$ cat src/rtl/axi_wr_scheduler.sv
// ---------------------------------------------------------------------------
// axi_wr_scheduler
//   Write-path controller for a two-master (m0 = cpu, m1 = dmac) AXI
//   interconnect. It arbitrates AW requests round-robin. Each accepted write
//   is recorded as {master, slave select, AWLEN} in an in-order W routing
//   queue. The W mux is steered from the head of that queue. Completed
//   bursts move to a B routing queue, which steers the B mux.
//
// Ports
//   clk_i, rst_i              clock, synchronous active-high reset
//   m0_aw*/m1_aw* (inputs)    per-master AW valid, address and length
//   awready_i                 AWREADY of the selected slave
//   m0/m1_awgrnt_o, aw_ssel_o AW grant lines and AW slave select
//   wvalid_i/wready_i/wlast_i muxed W handshake and last flag
//   w_active_o, m0/m1_wgrnt_o, w_ssel_o  W route taken from the W queue head
//   bvalid_i/bready_i         muxed B handshake
//   b_active_o, m0/m1_bgrnt_o, b_ssel_o  B route taken from the B queue head
//   outstanding_o             writes accepted on AW whose B has not completed
//   wlast_err_o               sticky: a WLAST disagreed with the beat count
//   wdog_o                    sticky watchdog flag
//
// Optional feature: define WR_WDOG_EN to build the stall watchdog. When the
// macro is undefined, wdog_o is tied to 0.
// ---------------------------------------------------------------------------
module axi_wr_scheduler #(
  parameter int ADDR_WIDTH  = 32,
  parameter int LEN_BITS    = 8,
  parameter int SEL_W       = 4,
  parameter int DEPTH       = 4,
  parameter int WDOG_CYCLES = 1024
) (
  input  logic                       clk_i,
  input  logic                       rst_i,
  input  logic                       m0_awvalid_i,
  input  logic [ADDR_WIDTH-1:0]      m0_awaddr_i,
  input  logic [LEN_BITS-1:0]        m0_awlen_i,
  input  logic                       m1_awvalid_i,
  input  logic [ADDR_WIDTH-1:0]      m1_awaddr_i,
  input  logic [LEN_BITS-1:0]        m1_awlen_i,
  input  logic                       awready_i,
  output logic                       m0_awgrnt_o,
  output logic                       m1_awgrnt_o,
  output logic [SEL_W-1:0]           aw_ssel_o,
  input  logic                       wvalid_i,
  input  logic                       wready_i,
  input  logic                       wlast_i,
  output logic                       w_active_o,
  output logic                       m0_wgrnt_o,
  output logic                       m1_wgrnt_o,
  output logic [SEL_W-1:0]           w_ssel_o,
  input  logic                       bvalid_i,
  input  logic                       bready_i,
  output logic                       b_active_o,
  output logic                       m0_bgrnt_o,
  output logic                       m1_bgrnt_o,
  output logic [SEL_W-1:0]           b_ssel_o,
  output logic [$clog2(DEPTH):0]     outstanding_o,
  output logic                       wlast_err_o,
  output logic                       wdog_o
);

  localparam int PTR_W = $clog2(DEPTH);
  localparam int CNT_W = PTR_W + 1;
  localparam int BEAT_W = LEN_BITS + 1;
  localparam logic [CNT_W-1:0] DEPTH_C = CNT_W'(DEPTH);
  localparam logic [PTR_W:0] PTR_ONE = (PTR_W + 1)'(1);

  localparam logic [0:0] ST_IDLE  = 1'b0;
  localparam logic [0:0] ST_GRANT = 1'b1;

  if (DEPTH < 2 || (1 << PTR_W) != DEPTH) begin : g_bad_depth
    $error("axi_wr_scheduler: DEPTH must be a power of two >= 2");
  end
  if (WDOG_CYCLES < 2) begin : g_bad_wdog
    $error("axi_wr_scheduler: WDOG_CYCLES must be >= 2");
  end

  logic [0:0]          aw_state;
  logic                aw_mst;     // granted master: 0 = m0, 1 = m1
  logic                rr_last;    // last master that completed an AW
  logic [CNT_W-1:0]    outstanding;
  logic                aw_fire;
  logic                aw_req_vld;
  logic [LEN_BITS-1:0] aw_len;
  logic [SEL_W-1:0]    m0_sel;
  logic [SEL_W-1:0]    m1_sel;

  logic                wq_mst [DEPTH];
  logic [SEL_W-1:0]    wq_sel [DEPTH];
  logic [LEN_BITS-1:0] wq_len [DEPTH];
  logic                bq_mst [DEPTH];
  logic [SEL_W-1:0]    bq_sel [DEPTH];
  logic [PTR_W:0]      wq_wr, wq_rd, bq_wr, bq_rd;

  logic [BEAT_W-1:0]   beat;
  logic                w_active, b_active;
  logic                w_head_mst, b_head_mst;
  logic [SEL_W-1:0]    w_head_sel, b_head_sel;
  logic [LEN_BITS-1:0] w_head_len;
  logic                w_last_beat, w_fire, w_pop, b_fire;
  logic                wlast_err;

  // Only the top SEL_W address bits choose the slave.
  logic unused_addr_bits;
  assign unused_addr_bits = ^{m0_awaddr_i[ADDR_WIDTH-SEL_W-1:0],
                              m1_awaddr_i[ADDR_WIDTH-SEL_W-1:0]};

  assign m0_sel = m0_awaddr_i[ADDR_WIDTH-1 -: SEL_W];
  assign m1_sel = m1_awaddr_i[ADDR_WIDTH-1 -: SEL_W];

  // ---- AW arbitration ----
  assign aw_req_vld  = aw_mst ? m1_awvalid_i : m0_awvalid_i;
  assign aw_fire     = (aw_state == ST_GRANT) && aw_req_vld && awready_i;
  assign aw_len      = aw_mst ? m1_awlen_i : m0_awlen_i;
  assign m0_awgrnt_o = (aw_state == ST_GRANT) && !aw_mst;
  assign m1_awgrnt_o = (aw_state == ST_GRANT) && aw_mst;
  assign aw_ssel_o   = (aw_state == ST_GRANT) ? (aw_mst ? m1_sel : m0_sel) : '0;

  always_ff @(posedge clk_i) begin
    if (rst_i) begin
      aw_state <= ST_IDLE;
      aw_mst   <= 1'b0;
      rr_last  <= 1'b1;   // so m0 wins the first two-way contest
    end else begin
      case (aw_state)
        ST_IDLE: begin
          if (outstanding < DEPTH_C && (m0_awvalid_i || m1_awvalid_i)) begin
            aw_state <= ST_GRANT;
            aw_mst   <= (m0_awvalid_i && m1_awvalid_i) ? !rr_last : m1_awvalid_i;
          end
        end
        ST_GRANT: begin
          // A grant is held until its handshake; the return to IDLE
          // forces one idle cycle between grants.
          if (aw_fire) begin
            aw_state <= ST_IDLE;
            rr_last  <= aw_mst;
          end
        end
        default: aw_state <= ST_IDLE;
      endcase
    end
  end

  // ---- W / B routing queues ----
  assign w_active    = (wq_wr != wq_rd);
  assign b_active    = (bq_wr != bq_rd);
  assign w_head_mst  = wq_mst[wq_rd[PTR_W-1:0]];
  assign w_head_sel  = wq_sel[wq_rd[PTR_W-1:0]];
  assign w_head_len  = wq_len[wq_rd[PTR_W-1:0]];
  assign b_head_mst  = bq_mst[bq_rd[PTR_W-1:0]];
  assign b_head_sel  = bq_sel[bq_rd[PTR_W-1:0]];
  assign w_last_beat = (beat == {1'b0, w_head_len});
  assign w_fire      = w_active && wvalid_i && wready_i;
  assign w_pop       = w_fire && w_last_beat;
  assign b_fire      = b_active && bvalid_i && bready_i;

  // Queue payloads are plain storage; reset only clears the pointers, and
  // every route output is gated by its queue's active flag.
  always_ff @(posedge clk_i) begin
    if (aw_fire) begin
      wq_mst[wq_wr[PTR_W-1:0]] <= aw_mst;
      wq_sel[wq_wr[PTR_W-1:0]] <= aw_ssel_o;
      wq_len[wq_wr[PTR_W-1:0]] <= aw_len;
    end
    if (w_pop) begin
      bq_mst[bq_wr[PTR_W-1:0]] <= w_head_mst;
      bq_sel[bq_wr[PTR_W-1:0]] <= w_head_sel;
    end
  end

  always_ff @(posedge clk_i) begin
    if (rst_i) begin
      wq_wr       <= '0;
      wq_rd       <= '0;
      bq_wr       <= '0;
      bq_rd       <= '0;
      beat        <= '0;
      outstanding <= '0;
      wlast_err   <= 1'b0;
    end else begin
      if (aw_fire) wq_wr <= wq_wr + PTR_ONE;
      if (w_pop) begin
        wq_rd <= wq_rd + PTR_ONE;
        bq_wr <= bq_wr + PTR_ONE;
      end
      if (b_fire) bq_rd <= bq_rd + PTR_ONE;
      // The beat count, not WLAST, decides when a burst ends.
      if (w_fire) begin
        beat <= w_last_beat ? '0 : beat + BEAT_W'(1);
        if (wlast_i != w_last_beat) wlast_err <= 1'b1;
      end
      case ({aw_fire, b_fire})
        2'b10:   outstanding <= outstanding + CNT_W'(1);
        2'b01:   outstanding <= outstanding - CNT_W'(1);
        default: outstanding <= outstanding;
      endcase
    end
  end

  assign w_active_o    = w_active;
  assign m0_wgrnt_o    = w_active && !w_head_mst;
  assign m1_wgrnt_o    = w_active && w_head_mst;
  assign w_ssel_o      = w_active ? w_head_sel : '0;
  assign b_active_o    = b_active;
  assign m0_bgrnt_o    = b_active && !b_head_mst;
  assign m1_bgrnt_o    = b_active && b_head_mst;
  assign b_ssel_o      = b_active ? b_head_sel : '0;
  assign outstanding_o = outstanding;
  assign wlast_err_o   = wlast_err;

`ifdef WR_WDOG_EN
  // Counts cycles in which a route is open but no W/B handshake happens.
  localparam int WD_W = $clog2(WDOG_CYCLES + 1);
  localparam logic [WD_W-1:0] WD_LIMIT = WD_W'(WDOG_CYCLES);
  logic [WD_W-1:0] wd_cnt;
  logic            wd_run;
  logic            wdog;

  assign wd_run = (w_active || b_active) && !w_fire && !b_fire;

  always_ff @(posedge clk_i) begin
    if (rst_i) begin
      wd_cnt <= '0;
      wdog   <= 1'b0;
    end else begin
      if (w_fire || b_fire) begin
        wd_cnt <= '0;
      end else if (wd_run && wd_cnt != WD_LIMIT) begin
        wd_cnt <= wd_cnt + WD_W'(1);
      end
      // Flag rises on the same edge the count reaches the limit.
      if (wd_run && wd_cnt == WD_LIMIT - WD_W'(1)) wdog <= 1'b1;
    end
  end

  assign wdog_o = wdog;
`else
  assign wdog_o = 1'b0;
`endif

endmodule
$ cat config.mk
export PLATFORM = sky130hd
export DESIGN_NAME = axi_wr_scheduler
export DESIGN_NICKNAME = d
export VERILOG_FILES = /design/src/rtl/axi_wr_scheduler.sv
export SDC_FILE = /design/constraint.sdc
export NUM_CORES = 1
export LEC_CHECK = 0
export BUFFER_PORTS_ARGS = -buffer_cell sky130_fd_sc_hd__buf_4
export CAP_MARGIN = 40
export CELL_PAD_IN_SITES_DETAIL_PLACEMENT = 0
export CELL_PAD_IN_SITES_GLOBAL_PLACEMENT = 2
export CORE_ASPECT_RATIO = 0.5
export CORE_UTILIZATION = 36
export CTS_CLUSTER_SIZE = 14
export DETAILED_ROUTE_END_ITERATION = 8
export PLACE_DENSITY = 0.81
export SLEW_MARGIN = 20
export SYNTH_ARGS = -nofsm -noshare
export SYNTH_HDL_FRONTEND = slang
export SYNTH_SLANG_ARGS = --single-unit
$ cat constraint.sdc
create_clock -name clk_i -period 2.7 [get_ports clk_i]
set_input_delay 0.27 -clock clk_i [delete_from_list [all_inputs] [get_ports clk_i]]
set_output_delay 0.27 -clock clk_i [all_outputs]
set_load 0.005 [all_outputs]
==> results_dict.tcl, run 1 <==
set metrics [dict create \
    status "finished, final reports clean" \
    required_ns 2.71 \
    timing.rr.end "bq_sel[3][3]" \
    syn-cell-area_um2 4669 \
    firstDrtPassIters 4 \
    hold_end "aw_mst" \
    final_area_um2 5593 \
    clockRootBuffer "clkbuf_16" \
    antenna_cells 0 \
    track_usage_pct 13.74 \
    leakagePower_nw 2.024 \
    fillers 1098 \
    hp-class "in -> reg" \
    rows 28 \
    dieWidth_um 163.1 \
    clock_skew_ns 0.006167 \
    hold_start "m1_awvalid_i" \
    maxSlewHeadroom_pct 46.67 \
    place_congestion 0.7050 \
    drc 0 \
    synth.avg_cell_area_um2 14.55 \
    async_reset_ff_share_pct 0 \
    cts_tree "yes" \
    die_h_um 82.53 \
    synth_seq_cells 104 \
    drt-total-wl_mm 8.768 \
    hpwl_mm 6.381 \
    setup_slack_ns 0.1417 \
    worstSetupStartpointType "flop" \
    cp_data_arrival_time_ns 2.57 \
    yosys_warnings 0 \
    clk_pin_slew_ns 0.06 \
    vias 2715 \
    portBuffers 57 \
    cts_buffer_depth 2 \
    period_needed_ns 2.558 \
    crit_type "reg -> reg" \
    synth_flop_cell "edfxtp_1" \
    layout-drive-gt1-share_pct 28.50 \
    io_pins 115 \
    dp_cells 540 \
    dp_slack_ns 0.08602 \
    fmax_ghz 0.3909 \
    synth_most_common_cell "edfxtp_1" \
    grt_pass1_wl_mm 13.63 \
    area_growth_pct 19.77 \
    cts.sink_count 104 \
    initial_core_util_pct 38.19 \
    grt_remaining_overflow 0 \
    ys_seq_area_share_pct 60.02 \
    synth_edf_count 72 \
    die_area_um2 13460 \
    post_dp_cell_area_um2 5304 \
    reg2reg_slack_ns 0.14 \
    synth_top_area_cell "edfxtp_1" \
    hold_viol 0 \
    yosysTopAreaCellShare_pct 46.30 \
    final_cell_count_no_fill 558 \
    synthTopCellsByArea "edfxtp_1 46%, dfxtp_1 14%, mux4_1 5.6%" \
    setup_viol 0 \
    cts_hold_buf 0 \
    worst_r2r_path_depth 6 \
    ant_nets 0 \
    worst_pin_slew_ns 0.8000 \
    routedWlPerCell_um 15.71 \
    synth_common_cells "72 x edfxtp_1, 32 x dfxtp_1, 26 x nor2_1" \
    holdPathStages 3 \
    ys_types 50 \
    vias_per_cell 4.866 \
    grt_pass1_vias 2674 \
    maxCapViolCount 0 \
    syn_inst 321 \
    first_iter_violations 122 \
    final_min_period_over_clock_period_pct 94.75 \
    cts_buffers 9 \
    core_um2 12230 \
    grt_max_degree 35 \
    nets 491 \
    crit_fanout 16 \
    h-tree-depth 3 \
    synth_nets 424 \
    peakVddDrop_v 0.0003211 \
    grt_antenna_before_repair 0 \
    power_density_nw_per_um2 552.4 \
    maxSlewViolCount 0 \
    worstSkewPairLatency_ns 0.34 \
    crit_path_end_kind "flop" \
]
-- power breakdown --
group | switching (W) | total, W | internal, W
clock network | 0.000534 | 0.00116 | 0.000630
registers | 0.0000151 | 0.00174 | 0.00173
logic | 0.0000895 | 0.000184 | 0.0000948
total | 0.000639 | 0.00309 | 0.00245
-- logic make-up (layout without fill, tap and decap cells) --
group                      after synthesis  count (layout)  synth area share (%)
muxes                                   38              38                 13.85
buffers and inverters                   23              95                 2.599
adders and majority gates               13              13                 3.644
xor gates and xnor gates                26              26                 5.198
and+or+nand+nor                         99              99                 11.84
DFF                                    104             104                 60.02
other                                    1               1               0.08031
AOI/OAI and AO/OA                       17              17                 2.760
-- through the flow --
stage | power [W] | hold slack, ns | utilization (%) | setup TNS, ns
3_3_place_gp | 0.001951 | 0.4554 | 43.38 | 0
5_1_grt | 0.003205 | 0.2224 | 45.74 | -0.04853
3_5_place_dp | 0.001963 | 0.4700 | 43.38 | 0
4_1_cts | 0.003131 | 0.2101 | 45.62 | 0
2_1_floorplan | 0.001870 | 0.3664 | - | 0
6_report | 0.003089 | 0.2161 | 45.74 | 0
-- layout make-up --
cell class | count | area [um2] | share of cell area, %
Clock buffer | 10 | 229.0 | 4.094
Clock inverter | 6 | 45.04 | 0.8054
Inverter | 11 | 41.29 | 0.7383
Multi-Input combinational cell | 194 | 1745 | 31.21
Sequential cell | 104 | 2803 | 50.11
Tap cell | 165 | 206.4 | 3.691
Timing Repair Buffer | 68 | 523.0 | 9.351
-- timing repair --
item	in CTS	in global routing
endpoints found under the setup margin	0	7
setup buffers	0	2
resized for setup	0	5
-- metal layers --
metal  routed length, um  vias up  GRT usage [%]
li1                    -     1314              -
met1                4128     1339          17.03
met2                4260       51          23.91
met3                 265       11          3.197
met4                 114        0          4.860
met5                   0        -              0
-- worst max-delay path by stage --
| stage | endpoint | depth (start not counted) |
|---|---|---|
| global placement | flop | 8 |
| floorplan | bq_mst[3] | 8 |
| finish | bq_sel[3][3] | 6 |
| global route | wq_rd[1] | 8 |
| detailed placement | bq_sel[3][3] | 6 |
| CTS | bq_sel[3][3] | 6 |
-- worst max-delay path: stages, from the launching register on --
cell,delay (ns)
dfxtp_1,0.37
buf_12,0.18
mux4_2,0.56
xnor2_1,0.20
nand4_2,0.18
nor4_4,0.39
and2_1,0.35
-- layout by cell type, fill, tap and decap left out, types with 11 or more instances in the layout --
cell type,netlist,final
xnor2_1,13,12
buf_4,2,67
nand2_1,15,15
nor2_1,26,26
dfxtp_1,32,32
ha_1,12,12
nor2b_1,11,11
edfxtp_1,72,72
and2_1,14,14
inv_1,11,11
xor2_1,11,11
-- sequential cells by signal, indices dropped and copies added, names as in the netlist, 3 cells and up, named ones only --
name / flops
wq_mst: 4
bq_rd: 3
outstanding_o: 3
wq_sel: 16
wq_wr: 3
wq_len: 32
bq_sel: 16
wq_rd: 3
bq_mst: 4
beat: 9
bq_wr: 3
Note: power is estimated with default switching activity, not from simulation.
==> run 2: changes to the inputs <==
==> config.mk (replaced) <==
export PLATFORM = sky130hd
export DESIGN_NAME = axi_wr_scheduler
export DESIGN_NICKNAME = d
export VERILOG_FILES = /design/src/rtl/axi_wr_scheduler.sv
export SDC_FILE = /design/constraint.sdc
export NUM_CORES = 1
export LEC_CHECK = 0
export BUFFER_PORTS_ARGS = -buffer_cell sky130_fd_sc_hd__buf_2
export CAP_MARGIN = 40
export CELL_PAD_IN_SITES_DETAIL_PLACEMENT = 1
export CELL_PAD_IN_SITES_GLOBAL_PLACEMENT = 2
export CORE_ASPECT_RATIO = 0.5
export CORE_UTILIZATION = 36
export CTS_CLUSTER_SIZE = 14
export DETAILED_ROUTE_END_ITERATION = 8
export PLACE_DENSITY = 0.85
export SLEW_MARGIN = 20
export SYNTH_ARGS = -nofsm -noshare
export SYNTH_HDL_FRONTEND = slang
export SYNTH_SLANG_ARGS = --single-unit
==> run 2 against run 1 <==
Final cell count increased by 0.36%. Register-to-register slack improved by 0.02 ns. Sequential cell count unchanged. First-iteration DRC count decreased by 33%. Maximum frequency increased by 0.60%. Largest power group unchanged.
==> results_dict.tcl, run 2 (same netlist as run 1, synthesis figures left out) <==
set metrics [dict create \
    status "finished, final reports clean" \
    fillers 1251 \
    rsz0062_at_grt "no" \
    tns_ns 0 \
    grt_antenna_before_repair 0 \
    crit_path_end_kind "flop" \
    crit_type "reg -> reg" \
    die_area_um2 13460 \
    grt_pass1_wl_mm 14.36 \
    utilization_pct 44.77 \
    core_um2 12230 \
    period_needed_ns 2.543 \
    switching_power_w 0.0006799 \
    die_h_um 82.53 \
    fmax_ghz 0.3932 \
    initial_core_util_pct 38.19 \
    peakVddDrop_v 0.0002840 \
    cts_buffers 9 \
    critPathMaxStageDelay_ns 0.63 \
    layout_commonest_cell "edfxtp_1" \
    leakagePower_nw 2.018 \
    mostFrequentLayoutCells "72 x edfxtp_1, 57 x buf_2, 32 x dfxtp_1" \
    swShare_pct 21.82 \
    cts_tree "yes" \
    clock_skew_ns 0.006143 \
    cts_buffer_depth 2 \
    ant_nets 0 \
    setup_viol 0 \
    cp_slowest_cell "mux4_1" \
    worstSetupStartpointType "flop" \
    io_pins 115 \
    grt_max_degree 22 \
    clk_pin_slew_ns 0.07 \
    cts_hold_buf 0 \
    cp_data_arrival_time_ns 2.57 \
    clockPowerShare_pct 38.8 \
    crit_fanout 16 \
    grt_remaining_overflow 0 \
    maxSlewViolCount 0 \
    internal_power_w 0.002436 \
    track_usage_pct 14.61 \
    power_density_nw_per_um2 569.2 \
    cts.sink_count 104 \
    hpwl_mm 6.475 \
    antenna_cells 0 \
    place_congestion 0.7440 \
    grt_pass1_vias 2787 \
    vias 2724 \
    worst_pin_slew_ns 0.7335 \
    portBuffers 57 \
    combPwrFrac_pct 5.3 \
    layout-drive-gt1-share_pct 28.10 \
    required_ns 2.72 \
    drc 0 \
    hold_viol 0 \
    dieWidth_um 163.1 \
    drt-total-wl_mm 9.067 \
    area_growth_pct 17.23 \
    rows 28 \
    first_iter_violations 82 \
    crit_family "simple AND/OR/NAND/NOR gates" \
    firstDrtPassIters 4 \
    h-tree-depth 3 \
    vias_per_cell 4.864 \
    power_frac_seq_pct 55.9 \
    worstSkewPairLatency_ns 0.34 \
    crit_chain "buf_12, mux4_1, xnor2_1, nand4_2, nor4_4, buf_4, and2_1" \
    clockRootBuffer "clkbuf_16" \
    final_min_period_over_clock_period_pct 94.19 \
    hp-class "in -> reg" \
    routedWlPerCell_um 16.19 \
    maxCapViolCount 0 \
    largest_reg_flops 32 \
    path_buf_inv 2 \
    nets 494 \
    maxSlewHeadroom_pct 51.10 \
]
[run 2: final timing paths]
kind	slack [ns]	endpoint	depth (start not counted)	from
min	0.22	aw_mst	3	m1_awvalid_i
min reg2reg	0.49	rr_last	2	rr_last
max	0.16	bq_sel[0][3]	7	flop
max reg2reg	0.16	bq_sel[0][3]	7	flop
[run 2: layout make-up]
class / count / area (um2) / share of cell area [%]
clock buffer: 9 / 225.2 / 4.114
clock inverter: 6 / 50.05 / 0.9143
inverter: 11 / 41.29 / 0.7543
multi-input combinational: 194 / 1745 / 31.89
sequential: 104 / 2803 / 51.20
tap: 165 / 206.4 / 3.771
timing repair buffer: 71 / 402.9 / 7.360
[run 2: timing repair]
action | CTS | global route
setup endpoints to repair | 0 | 12
setup buffers | 0 | 1
resized for setup | 0 | 0
[run 2: metal layers]
layer  track usage (%)  share of wire [%]
met4             4.579               0.90
met3             3.297                2.7
met1             18.78                 49
met5                 0                  0
met2             24.89                 47
[run 2: through the flow]
stage               worst slack, ns  total power, W  instance area [um2]  hold WS [ns]  cells
floorplan                    0.3323        0.001870                 4669        0.3664    321
global placement             0.1501        0.001937                 5191        0.4631    544
detailed placement          0.09478        0.001945                 5191        0.4701    544
CTS                         0.07251        0.003149                 5466        0.2198    559
global route               0.004967        0.003234                 5474        0.2781    560
finish                       0.1569        0.003116                 5474        0.2238    560
[run 2: power by group through the flow]
stage	clock, W	combinational [W]	sequential, W
final	0.00121	0.000165	0.00174
after global routing	0.00131	0.000185	0.00174
after CTS	0.00124	0.000169	0.00174
after detailed placement	0	0.000168	0.00178
after global placement	0	0.000161	0.00178
after floorplan	0	0.0000990	0.00177
[run 2: tightest hold or removal path, delay by kind of cell]
kind	cells	cell delay, ns
compound gates	1	0.09
buf+inv	1	0.10
simple gates	1	0.07
